## config.mk

```make
export PLATFORM = sky130hd
export DESIGN_NAME = mem_wb_stage_flat
export DESIGN_NICKNAME = d
export VERILOG_FILES = /design/src/rtl/mem_wb_stage_pkg.sv /design/src/rtl/mem_wb_stage_if.sv /design/src/rtl/mem_wb_stage_branch_resolve.sv /design/src/rtl/mem_wb_stage.sv /design/src/flat_wrapper.sv
export SDC_FILE = /design/constraint.sdc
export NUM_CORES = 1
export LEC_CHECK = 0
export ABC_AREA = 1
export BUFFER_PORTS_ARGS = -buffer_cell sky130_fd_sc_hd__buf_4
export CORE_UTILIZATION = 43
export CTS_BUF_LIST = sky130_fd_sc_hd__clkbuf_8 sky130_fd_sc_hd__clkbuf_16
export CTS_CLUSTER_DIAMETER = 30
export CTS_CLUSTER_SIZE = 16
export DETAILED_ROUTE_END_ITERATION = 7
export PLACE_DENSITY = 0.72
export SKIP_LAST_GASP = 1
export SLEW_MARGIN = 10
export SYNTH_ARGS = -nofsm -noshare
export SYNTH_HDL_FRONTEND = slang
export SYNTH_SLANG_ARGS = --single-unit
```

## constraint.sdc

```tcl
create_clock -name clk -period 1.8 [get_ports clk]
set_clock_uncertainty 0.1 [all_clocks]
set_input_delay 0.36 -clock clk [delete_from_list [all_inputs] [get_ports clk]]
set_output_delay 0.36 -clock clk [all_outputs]
set_load 0.005 [all_outputs]
```

## src/rtl/mem_wb_stage_pkg.sv

```systemverilog
// mem_wb_stage_pkg: shared widths, branch-condition codes, FSM states.
// No ports; imported by the MEM/WB stage, its interface and sub-blocks.
package mem_wb_stage_pkg;
   localparam int PC_W   = 22;
   localparam int REG_AW = 5;
   localparam int DATA_W = 32;

   localparam logic [DATA_W-1:0] ERR_DATA = 32'hDEADBEEF;

   typedef enum logic [2:0] {
      BR_NEQ    = 3'b000,
      BR_EQ     = 3'b001,
      BR_GT     = 3'b010,
      BR_LT     = 3'b011,
      BR_GTE    = 3'b100,
      BR_LTE    = 3'b101,
      BR_OVF    = 3'b110,
      BR_UNCOND = 3'b111
   } br_cond_e;

   localparam logic [0:0] ST_IDLE   = 1'b0;
   localparam logic [0:0] ST_ACCESS = 1'b1;
endpackage

```

## src/rtl/mem_wb_stage_if.sv

```systemverilog
// mem_wb_stage_if: data-memory req/ack handshake bundle.
// master = MEM stage (req, we, addr, wdata out); slave = memory (rdata, ack out).
interface mem_wb_stage_if #(
   parameter int DMEM_AW = 16
) ();
   logic               req;
   logic               we;
   logic [DMEM_AW-1:0] addr;
   logic [31:0]        wdata;
   logic [31:0]        rdata;
   logic               ack;

   modport master (
      output req, we, addr, wdata,
      input  rdata, ack
   );

   modport slave (
      input  req, we, addr, wdata,
      output rdata, ack
   );
endinterface

```

## src/rtl/mem_wb_stage_branch_resolve.sv

```systemverilog
// branch_resolve: combinational branch-condition evaluator.
// In: cond[2:0], flag_ov/neg/zero. Out: taken.
module branch_resolve
   import mem_wb_stage_pkg::*;
(
   input  logic [2:0] cond,
   input  logic       flag_ov,
   input  logic       flag_neg,
   input  logic       flag_zero,
   output logic       taken
);

   always_comb begin
      taken = 1'b0;
      unique case (br_cond_e'(cond))
         BR_NEQ:    taken = !flag_zero;
         BR_EQ:     taken = flag_zero;
         BR_GT:     taken = !flag_zero && !flag_neg;
         BR_LT:     taken = flag_neg;
         BR_GTE:    taken = !flag_neg;
         BR_LTE:    taken = flag_neg || flag_zero;
         BR_OVF:    taken = flag_ov;
         BR_UNCOND: taken = 1'b1;
      endcase
   end

endmodule

```

## src/rtl/mem_wb_stage.sv

```systemverilog
// mem_wb_stage: MEM stage + MEM/WB register; branch resolve, dmem req/ack, stall.
// In: clk, rst, hlt, MEM_* bundle; dmem master port; Out: stall/flush/target, mem_err, WB_*.
module mem_wb_stage
   import mem_wb_stage_pkg::*;
#(
   parameter int DMEM_AW = 16,
   parameter int TIMEOUT = 255
) (
   input  logic              clk,
   input  logic              rst,
   input  logic              hlt,
   input  logic              MEM_valid,
   input  logic              MEM_mem_rd,
   input  logic              MEM_mem_wr,
   input  logic              MEM_is_branch,
   input  logic              MEM_use_dst,
   input  logic              MEM_flag_ov,
   input  logic              MEM_flag_neg,
   input  logic              MEM_flag_zero,
   input  logic [2:0]        MEM_branch_cond,
   input  logic [REG_AW-1:0] MEM_addr,
   input  logic [PC_W-1:0]   MEM_PC,
   input  logic [PC_W-1:0]   MEM_PC_out,
   input  logic [DATA_W-1:0] MEM_data,
   input  logic [DATA_W-1:0] MEM_st_data,
   mem_wb_stage_if.master    dmem,
   output logic              stall_out,
   output logic              flush_out,
   output logic [PC_W-1:0]   branch_target,
   output logic              mem_err,
   output logic              WB_valid,
   output logic              WB_we,
   output logic [REG_AW-1:0] WB_dst,
   output logic [DATA_W-1:0] WB_data,
   output logic [PC_W-1:0]   WB_PC
);

   localparam logic [7:0] TO_LAST = 8'(TIMEOUT - 1);

   logic [0:0]         state_q, state_d;
   logic [7:0]         cnt_q, cnt_d;
   logic [DMEM_AW-1:0] addr_q, addr_d;
   logic [DATA_W-1:0]  wdata_q, wdata_d;
   logic               we_q, we_d;
   logic [REG_AW-1:0]  dst_q, dst_d;
   logic [PC_W-1:0]    pc_q, pc_d;
   logic               err_q, err_d;
   logic               pend_q, pend_d;
   logic [DATA_W-1:0]  pend_data_q, pend_data_d;
   logic               pend_we_q, pend_we_d;
   logic               wb_valid_q, wb_valid_d;
   logic               wb_we_q, wb_we_d;
   logic [REG_AW-1:0]  wb_dst_q, wb_dst_d;
   logic [DATA_W-1:0]  wb_data_q, wb_data_d;
   logic [PC_W-1:0]    wb_pc_q, wb_pc_d;

   logic in_idle, in_access, is_mem, accept;
   logic timeout, done, taken;
   logic [DATA_W-1:0] res_data;

   branch_resolve u_br (
      .cond      (MEM_branch_cond),
      .flag_ov   (MEM_flag_ov),
      .flag_neg  (MEM_flag_neg),
      .flag_zero (MEM_flag_zero),
      .taken     (taken)
   );

   assign in_idle   = (state_q == ST_IDLE);
   assign in_access = (state_q == ST_ACCESS);
   assign is_mem    = MEM_valid && (MEM_mem_rd || MEM_mem_wr)
                      && !MEM_is_branch;
   // A result parked during hlt must drain before the next access.
   assign accept    = in_idle && !pend_q && is_mem && !hlt;
   assign timeout   = in_access && !dmem.ack && (cnt_q == TO_LAST);
   assign done      = in_access && (dmem.ack || timeout);
   assign res_data  = timeout ? ERR_DATA : dmem.rdata;

   // Release upstream on the completing cycle so the op retires once.
   assign stall_out = in_access ? !done : (accept || pend_q);
   assign flush_out = MEM_valid && MEM_is_branch && taken
                      && !stall_out && !hlt;
   assign branch_target = flush_out ? MEM_PC_out : '0;

   always_comb begin
      state_d = state_q;
      cnt_d   = cnt_q;
      addr_d  = addr_q;
      wdata_d = wdata_q;
      we_d    = we_q;
      dst_d   = dst_q;
      pc_d    = pc_q;
      err_d   = err_q;
      if (in_idle) begin
         if (accept) begin
            state_d = ST_ACCESS;
            cnt_d   = '0;
            addr_d  = MEM_data[DMEM_AW-1:0];
            wdata_d = MEM_st_data;
            we_d    = MEM_mem_wr;
            dst_d   = MEM_addr;
            pc_d    = MEM_PC;
            if (MEM_mem_rd && MEM_mem_wr) err_d = 1'b1;
         end
      end else begin
         cnt_d = cnt_q + 8'd1;
         if (done) state_d = ST_IDLE;
         if (timeout) err_d = 1'b1;
      end
   end

   always_comb begin
      wb_valid_d  = wb_valid_q;
      wb_we_d     = wb_we_q;
      wb_dst_d    = wb_dst_q;
      wb_data_d   = wb_data_q;
      wb_pc_d     = wb_pc_q;
      pend_d      = pend_q;
      pend_data_d = pend_data_q;
      pend_we_d   = pend_we_q;
      // The handshake finishes under hlt; park the result until hlt drops.
      if (done && hlt) begin
         pend_d      = 1'b1;
         pend_data_d = res_data;
         pend_we_d   = !we_q;
      end
      if (!hlt) begin
         unique case (1'b1)
            done: begin
               wb_valid_d = 1'b1;
               wb_we_d    = !we_q;
               wb_dst_d   = dst_q;
               wb_data_d  = res_data;
               wb_pc_d    = pc_q;
            end
            pend_q: begin
               wb_valid_d = 1'b1;
               wb_we_d    = pend_we_q;
               wb_dst_d   = dst_q;
               wb_data_d  = pend_data_q;
               wb_pc_d    = pc_q;
               pend_d     = 1'b0;
            end
            (in_idle && !pend_q && MEM_valid && !is_mem): begin
               wb_valid_d = 1'b1;
               wb_we_d    = MEM_use_dst;
               wb_dst_d   = MEM_addr;
               wb_data_d  = MEM_data;
               wb_pc_d    = MEM_PC;
            end
            default: wb_valid_d = 1'b0;
         endcase
      end
   end

   always_ff @(posedge clk) begin
      if (rst) begin
         state_q     <= ST_IDLE;
         cnt_q       <= '0;
         addr_q      <= '0;
         wdata_q     <= '0;
         we_q        <= 1'b0;
         dst_q       <= '0;
         pc_q        <= '0;
         err_q       <= 1'b0;
         pend_q      <= 1'b0;
         pend_data_q <= '0;
         pend_we_q   <= 1'b0;
         wb_valid_q  <= 1'b0;
         wb_we_q     <= 1'b0;
         wb_dst_q    <= '0;
         wb_data_q   <= '0;
         wb_pc_q     <= '0;
      end else begin
         state_q     <= state_d;
         cnt_q       <= cnt_d;
         addr_q      <= addr_d;
         wdata_q     <= wdata_d;
         we_q        <= we_d;
         dst_q       <= dst_d;
         pc_q        <= pc_d;
         err_q       <= err_d;
         pend_q      <= pend_d;
         pend_data_q <= pend_data_d;
         pend_we_q   <= pend_we_d;
         wb_valid_q  <= wb_valid_d;
         wb_we_q     <= wb_we_d;
         wb_dst_q    <= wb_dst_d;
         wb_data_q   <= wb_data_d;
         wb_pc_q     <= wb_pc_d;
      end
   end

   assign dmem.req   = in_access;
   assign dmem.we    = we_q;
   assign dmem.addr  = addr_q;
   assign dmem.wdata = wdata_q;
   assign mem_err    = err_q;
   assign WB_valid   = wb_valid_q;
   assign WB_we      = wb_we_q;
   assign WB_dst     = wb_dst_q;
   assign WB_data    = wb_data_q;
   assign WB_PC      = wb_pc_q;

endmodule

```

## src/flat_wrapper.sv

```systemverilog
// flat-port wrapper written by rule: the top's interface ports become plain ports
module mem_wb_stage_flat import mem_wb_stage_pkg::*;
#(
   parameter int DMEM_AW = 16,
   parameter int TIMEOUT = 255
)
  (clk, rst, hlt, MEM_valid, MEM_mem_rd, MEM_mem_wr, MEM_is_branch, MEM_use_dst, MEM_flag_ov, MEM_flag_neg, MEM_flag_zero, MEM_branch_cond, MEM_addr, MEM_PC, MEM_PC_out, MEM_data, MEM_st_data, stall_out, flush_out, branch_target, mem_err, WB_valid, WB_we, WB_dst, WB_data, WB_PC, dmem_req, dmem_we, dmem_addr, dmem_wdata, dmem_rdata, dmem_ack);
  mem_wb_stage_if #(.DMEM_AW(DMEM_AW)) dmem_i ();
  input  logic clk;
  input  logic rst;
  input  logic hlt;
  input  logic MEM_valid;
  input  logic MEM_mem_rd;
  input  logic MEM_mem_wr;
  input  logic MEM_is_branch;
  input  logic MEM_use_dst;
  input  logic MEM_flag_ov;
  input  logic MEM_flag_neg;
  input  logic MEM_flag_zero;
  input  logic [2:0] MEM_branch_cond;
  input  logic [REG_AW-1:0] MEM_addr;
  input  logic [PC_W-1:0] MEM_PC;
  input  logic [PC_W-1:0] MEM_PC_out;
  input  logic [DATA_W-1:0] MEM_data;
  input  logic [DATA_W-1:0] MEM_st_data;
  output logic stall_out;
  output logic flush_out;
  output logic [PC_W-1:0] branch_target;
  output logic mem_err;
  output logic WB_valid;
  output logic WB_we;
  output logic [REG_AW-1:0] WB_dst;
  output logic [DATA_W-1:0] WB_data;
  output logic [PC_W-1:0] WB_PC;
  output wire logic [$bits(dmem_i.req)-1:0] dmem_req;
  output wire logic [$bits(dmem_i.we)-1:0] dmem_we;
  output wire logic [$bits(dmem_i.addr)-1:0] dmem_addr;
  output wire logic [$bits(dmem_i.wdata)-1:0] dmem_wdata;
  input wire logic [$bits(dmem_i.rdata)-1:0] dmem_rdata;
  input wire logic [$bits(dmem_i.ack)-1:0] dmem_ack;
  assign dmem_req = dmem_i.req;
  assign dmem_we = dmem_i.we;
  assign dmem_addr = dmem_i.addr;
  assign dmem_wdata = dmem_i.wdata;
  assign dmem_i.rdata = dmem_rdata;
  assign dmem_i.ack = dmem_ack;
  mem_wb_stage #(.DMEM_AW(DMEM_AW), .TIMEOUT(TIMEOUT)) u_core (.clk(clk), .rst(rst), .hlt(hlt), .MEM_valid(MEM_valid), .MEM_mem_rd(MEM_mem_rd), .MEM_mem_wr(MEM_mem_wr), .MEM_is_branch(MEM_is_branch), .MEM_use_dst(MEM_use_dst), .MEM_flag_ov(MEM_flag_ov), .MEM_flag_neg(MEM_flag_neg), .MEM_flag_zero(MEM_flag_zero), .MEM_branch_cond(MEM_branch_cond), .MEM_addr(MEM_addr), .MEM_PC(MEM_PC), .MEM_PC_out(MEM_PC_out), .MEM_data(MEM_data), .MEM_st_data(MEM_st_data), .dmem(dmem_i), .stall_out(stall_out), .flush_out(flush_out), .branch_target(branch_target), .mem_err(mem_err), .WB_valid(WB_valid), .WB_we(WB_we), .WB_dst(WB_dst), .WB_data(WB_data), .WB_PC(WB_PC));
endmodule
```

; Word-level counts from Yosys, hierarchy flattened
; Cells that the tools add are included.
[word_totals]
reg_bits = 181
word_cells = 91
[classes]
eq_ne = 9
reduce_logical = 42
addsub = 1
mux = 21
bitwise = 2
[op_table]
columns = cell, count
row1 = $pmux 32 s3, 1
row2 = $pmux 22 s2, 1
row3 = $mux 32, 1
row4 = $mux 22, 1
row5 = $logic_and 1x1->1, 17
row6 = $mux 8, 2
row7 = $eq 3x3->1 const B, 4
row8 = $mux 1, 12
row9 = $logic_not 1->1, 10
row10 = $pmux 5 s2, 1
row11 = $add 8x1->8 const B, 1
row12 = $eq 8x8->1 const B, 1
row13 = $pmux 1 s8, 1
row14 = $eq 3x2->1 const B, 2
row15 = $reduce_and 2->1, 3
row16 = $reduce_bool 2->1, 3
row17 = $logic_or 1x1->1, 4
row18 = $eq 3x1->1 const B, 1
row19 = $logic_not 3->1, 1
row20 = $pmux 1 s3, 1
row21 = $reduce_and 3->1, 1
row22 = $reduce_bool 3->1, 1
row23 = $reduce_or 3->1, 1
row24 = $ne 2x2->1 const B, 1
row25 = other kinds (2), 3

; Depth between registers and ports, before layout
[logic_depth]
ltp_word = 11
depth_mapped = 13
depth_no_buf = 12

; Modules after synthesis
; A second synthesis with hierarchy kept.
[hier_totals]
hier_cells = 1297
area_unflattened_um2 = 8409.3
[modules_own_cells]
columns = mod, instances, seq_area_each_um2, cells_each, area_each_um2
row1 = mem_wb_stage, 1, 3623.5, 1279, 8331.7
row2 = branch_resolve, 1, 0.0, 18, 77.6

; Worst setup path before layout
; OpenSTA, ideal clock, no wires.
[synth_timing]
kind = reg-to-output
from = reg u_core.cnt_q[0]
to = out branch_target[13]
n_path_buf = 1
arrival_ps = 1534
required_ps = 1340
stages_incl_launch_ff = 12
path_slack_ps = -194
cell_sequence = dfxtp_1 > inv_1 > ha_1 > nand2_1 > inv_1 > nand3_1 > nand2_1 > nand2_1 > inv_1 > a21oi_2 > buf_2 > nor3_1
[synth_between]
elab_chain_cells = 10
[synth_lines]
columns = element, line
row1 = from (decl), mem_wb_stage.sv:41  ; logic [7:0] cnt_q, cnt_d;
row2 = from (signal assigned), mem_wb_stage.sv:176  ; cnt_q <= cnt_d;
row3 = $eq 8x8->1, mem_wb_stage.sv:75  ; assign timeout = in_access && !dmem.ack && (cnt_q == TO_LAST);
row4 = $logic_and 1x1->1, mem_wb_stage.sv:75
row5 = $logic_or 1x1->1, mem_wb_stage.sv:76  ; assign done = in_access && (dmem.ack || timeout);
row6 = $logic_and 1x1->1, mem_wb_stage.sv:76
row7 = $logic_not 1->1, mem_wb_stage.sv:80  ; assign stall_out = in_access ? !done : (accept || pend_q);
row8 = $mux 1, mem_wb_stage.sv:80
row9 = net stall_out, flat_wrapper.sv:26  ; output logic stall_out;
row10 = $logic_not 1->1, mem_wb_stage.sv:82  ; && !stall_out && !hlt;
row11 = $logic_and 1x1->1 (2 in a row), mem_wb_stage.sv:82
row12 = $mux 22, mem_wb_stage.sv:83  ; assign branch_target = flush_out ? MEM_PC_out : '0;
row13 = to (decl), flat_wrapper.sv:28  ; output logic [PC_W-1:0] branch_target;
; The timed path passes the listed nets, and every way through them passes these cells.

; Worst setup path in the final report
[layout_timing]
from = reg u_core.cnt_q[0]
to = out branch_target[8]
[layout_between]
elab_chain_cells = 10
[layout_lines]
columns = element, line
row1 = $eq 8x8->1, mem_wb_stage.sv:75
row2 = $logic_and 1x1->1, mem_wb_stage.sv:75
row3 = $logic_or 1x1->1, mem_wb_stage.sv:76
row4 = $logic_and 1x1->1, mem_wb_stage.sv:76
row5 = $logic_not 1->1, mem_wb_stage.sv:80
row6 = $mux 1, mem_wb_stage.sv:80
row7 = $logic_not 1->1, mem_wb_stage.sv:82
row8 = $logic_and 1x1->1 (2 in a row), mem_wb_stage.sv:82
row9 = $mux 22, mem_wb_stage.sv:83
; Every way passes these cells.

==> results.tsv <==
stage	metric	value	unit
timing	fin_hold_ws	0.0764	ns
routing	vias	9216	
die	die_x	141	um
worst_hold_path	holdCritPathClass	in2reg	
die	initial_core_util	0.442	
routing	drc	0	
routing	drt_iter0_markers	610	
clocking	cts-root-buf	clkbuf_16	
clocking	h-tree-depth	4	
routing	ant_nets	0	
placed_design	hpwl	17.1	mm
logic_synthesis	synth_flop_cell	dfxtp_1	
finish	nets	1780	
die	boundaryPins	296	
die	die_area	19900	sq um
timing	timing.fmax	0.427	GHz
setup_path	crit_family	buffers and inverters	
logic_synthesis	synth_edf_count	0	
setup_path	slowest_stage	dfxtp_2	
clocking	cts_tree	done	
status	violations	setup timing	
finish	nFillCells	1701	
placed_design	gp_congestion	0.830	
logic_synthesis	synth.top_cells.by_area	dfxtp_1 44%, nand2_1 17%, nor2_1 13%	
finish	drive_above_1_share	0.276	
clocking	clock_latency	0.43	ns
timing	period_share	1.30	
logic_synthesis	synthMostInstantiatedCell	nand2_1	
power_and_ir_drop	finalPower	9.81	mW
clocking	clkSlewWorstSetupHoldPaths	0.07	ns
logic_synthesis	synth_area	8320	sq um
setup_path	crit_fanout	6	
clocking	clock_sinks	181	
timing	rsz0062_at_grt	yes	
routing	vias_per_cell	4.87	
global_routing	grt_max_degree	68	
status	status	finished with violations	
logic_synthesis	syn_area_per_cell	6.32	sq um
clocking	cts.path.max_buffers	2	
routing	wl	27.9	mm
timing	slew_viol_final	0	
logic_synthesis	synth_top_area_share	0.436	
placed_design	place_area	11000	sq um
setup_path	path_cells	inv_2 -> ha_4 -> nand2_2 -> inv_2 -> nand3_2 -> nand2_2 -> nand2_2 -> inv_2 -> a21oi_4 -> clkbuf_16 -> nor3_2 -> buf_4	
timing	worst-slew-pin-transition	0.486	ns
logic_synthesis	yosysWarnings	0	
timing	relSlewSlack	0.676	
setup_path	max_stage_delay	0.33	ns
logic_synthesis	synth_largest_area_cell	dfxtp_1	
timing	layout_min_cycle_time	2.34	ns
finish	syn2layout_area_growth	48.3	%
timing	fin_ws	-0.541	ns
setup_path	cp-end-kind	output pin	
die	row_count	50	
setup_path	cp.required	1.34	ns
finish	fin_util	0.655	
logic_synthesis	async_flop_share	0	
logic_synthesis	ys_types	25	
routing	drtPass1Iterations	5	
timing	finalSetupViolations	30	
die	die_y	141	um
finish	n_antenna_cell	0	
power_and_ir_drop	ir_drop	655	uV
finish	multi_input_area	4060	sq um
global_routing	antenna_found_initial	0	
logic_synthesis	synth_commonest_cells	382 x nand2_1, 293 x nor2_1, 181 x dfxtp_1	
power_and_ir_drop	power_leakage	6.11	nW
finish	stdcell_area	12300	sq um
setup_path	cp-start-kind	flip-flop	
logic_synthesis	syn_nets	1478	
logic_synthesis	synth_seq_cells	181	
logic_synthesis	synthCells	1316	
clocking	numCtsBuffers	17	
routing	wl_per_cell	14.8	um
die	coreArea	18800	sq um
global_routing	overflow	0	
power_and_ir_drop	p_per_area	795	nW/um^2
setup_path	critPathKind	reg2out	
clocking	hold_buffers	0	
flow_run	drv_cap	0	
global_routing	grt_usage	0.255	
global_routing	grt_pass1_wl	40.3	mm
timing	finalSetupTns	-12.70	ns
logic_synthesis	yosysSeqAreaShare	0.436	
setup_path	crit_arrival	1.88	ns
timing	hold_viol_final	0	
global_routing	grt_pass1_vias	8215	
finish	final-seq-area	3630	sq um
placed_design	portBuffers	295	
setup_path	cp_num_buf_inv	5	
-- layout make-up --
cell class                 instances  area share
inverter                         135      0.0423
multi-input combinational        920       0.329
tap                              260      0.0264
timing repair buffer             363       0.260
sequential                       181       0.294
clock inverter                    14      0.0124
clock buffer                      18      0.0356
-- final timing paths --
path	startpoint	cells after the start	to	slack (ns)
setup / recovery	u_core.cnt_q[0]	12	branch_target[8]	-0.54
hold / removal	dmem_rdata[20]	3	u_core.pend_data_q[20]	0.08
setup reg to reg	u_core.cnt_q[0]	11	u_core.WB_data[9]	-0.12
hold reg to reg	u_core.pend_data_q[18]	2	u_core.pend_data_q[18]	0.36
-- repair_timing --
action,in CTS,in global routing
endpoints found under the setup margin,63,117
resized for setup,11,55
setup buffers,1,5
cloned,1,18
pin swaps,0,23
-- tightest hold or removal path, delay by kind of cell --
family          cells  cell delay, ns
simple gates        1            0.08
buf+inv             1            0.08
compound gates      1            0.05
-- registers in the layout, summed over array words and instances, names as in the netlist --
| register | cells |
|---|---|
| u_core.WB_data | 32 |
| u_core.dmem.wdata | 32 |
| u_core.pend_data_q | 32 |
| u_core.WB_PC | 22 |
| u_core.pc_q | 22 |
| u_core.dmem.addr | 16 |
| u_core.cnt_q | 8 |
| u_core.WB_dst | 5 |
| u_core.dst_q | 5 |
| u_core.WB_valid | 1 |
| u_core.WB_we | 1 |
| u_core.dmem.req | 1 |
| u_core.dmem.we | 1 |
| u_core.mem_err | 1 |
| u_core.pend_q | 1 |
| u_core.pend_we_q | 1 |
-- report_power, final --
part | switching [mW] | internal, mW | leakage [nW]
Combinational | 0.879 | 0.863 | 4.33
Sequential | 0.102 | 4.19 | 1.48
Clock | 1.66 | 2.10 | 0.296
Total | 2.64 | 7.16 | 6.11
-- logic make-up after synthesis --
| kind of cell | share of synthesized area |
|---|---|
| xor+xnor | 0.00105 |
| flops | 0.436 |
| simple gates | 0.371 |
| compound gates | 0.0841 |
| fa+ha+maj | 0.00301 |
| buf+inv | 0.105 |
-- metal layers --
metal	GRT usage	routed length [um]
met5	0	0
met4	0.0967	788
met3	0.0727	2410
met2	0.446	13500
met1	0.295	11200
-- layout by cell type (no fill, tap or decap), types with 2 or more instances in the layout --
| cell | count |
|---|---|
| nor2_4 | 4 |
| buf_12 | 17 |
| nand2_8 | 4 |
| buf_8 | 2 |
| o21ai_1 | 4 |
| nor3_1 | 6 |
| nor2_1 | 290 |
| a21oi_1 | 33 |
| clkbuf_16 | 28 |
| inv_6 | 3 |
| bufinv_16 | 2 |
| nor3_2 | 18 |
| a21oi_2 | 10 |
| buf_6 | 6 |
| inv_1 | 131 |
| nand2_1 | 378 |
| nand2_2 | 4 |
| dfxtp_2 | 2 |
| inv_2 | 4 |
| o21ai_0 | 88 |
| buf_4 | 325 |
| dfxtp_1 | 179 |
| nand3_1 | 67 |
| nor2_2 | 4 |
| buf_16 | 2 |
| clkinv_4 | 4 |
-- stage by stage --
step                      instances  setup slack, ns
after floorplan                1316          0.00287
after global placement         1836           -0.132
after detailed placement       1836           -0.140
after CTS                      1870           -0.541
after global routing           1891           -0.645
final                          1891           -0.541
(Power assumes the default switching activity.)
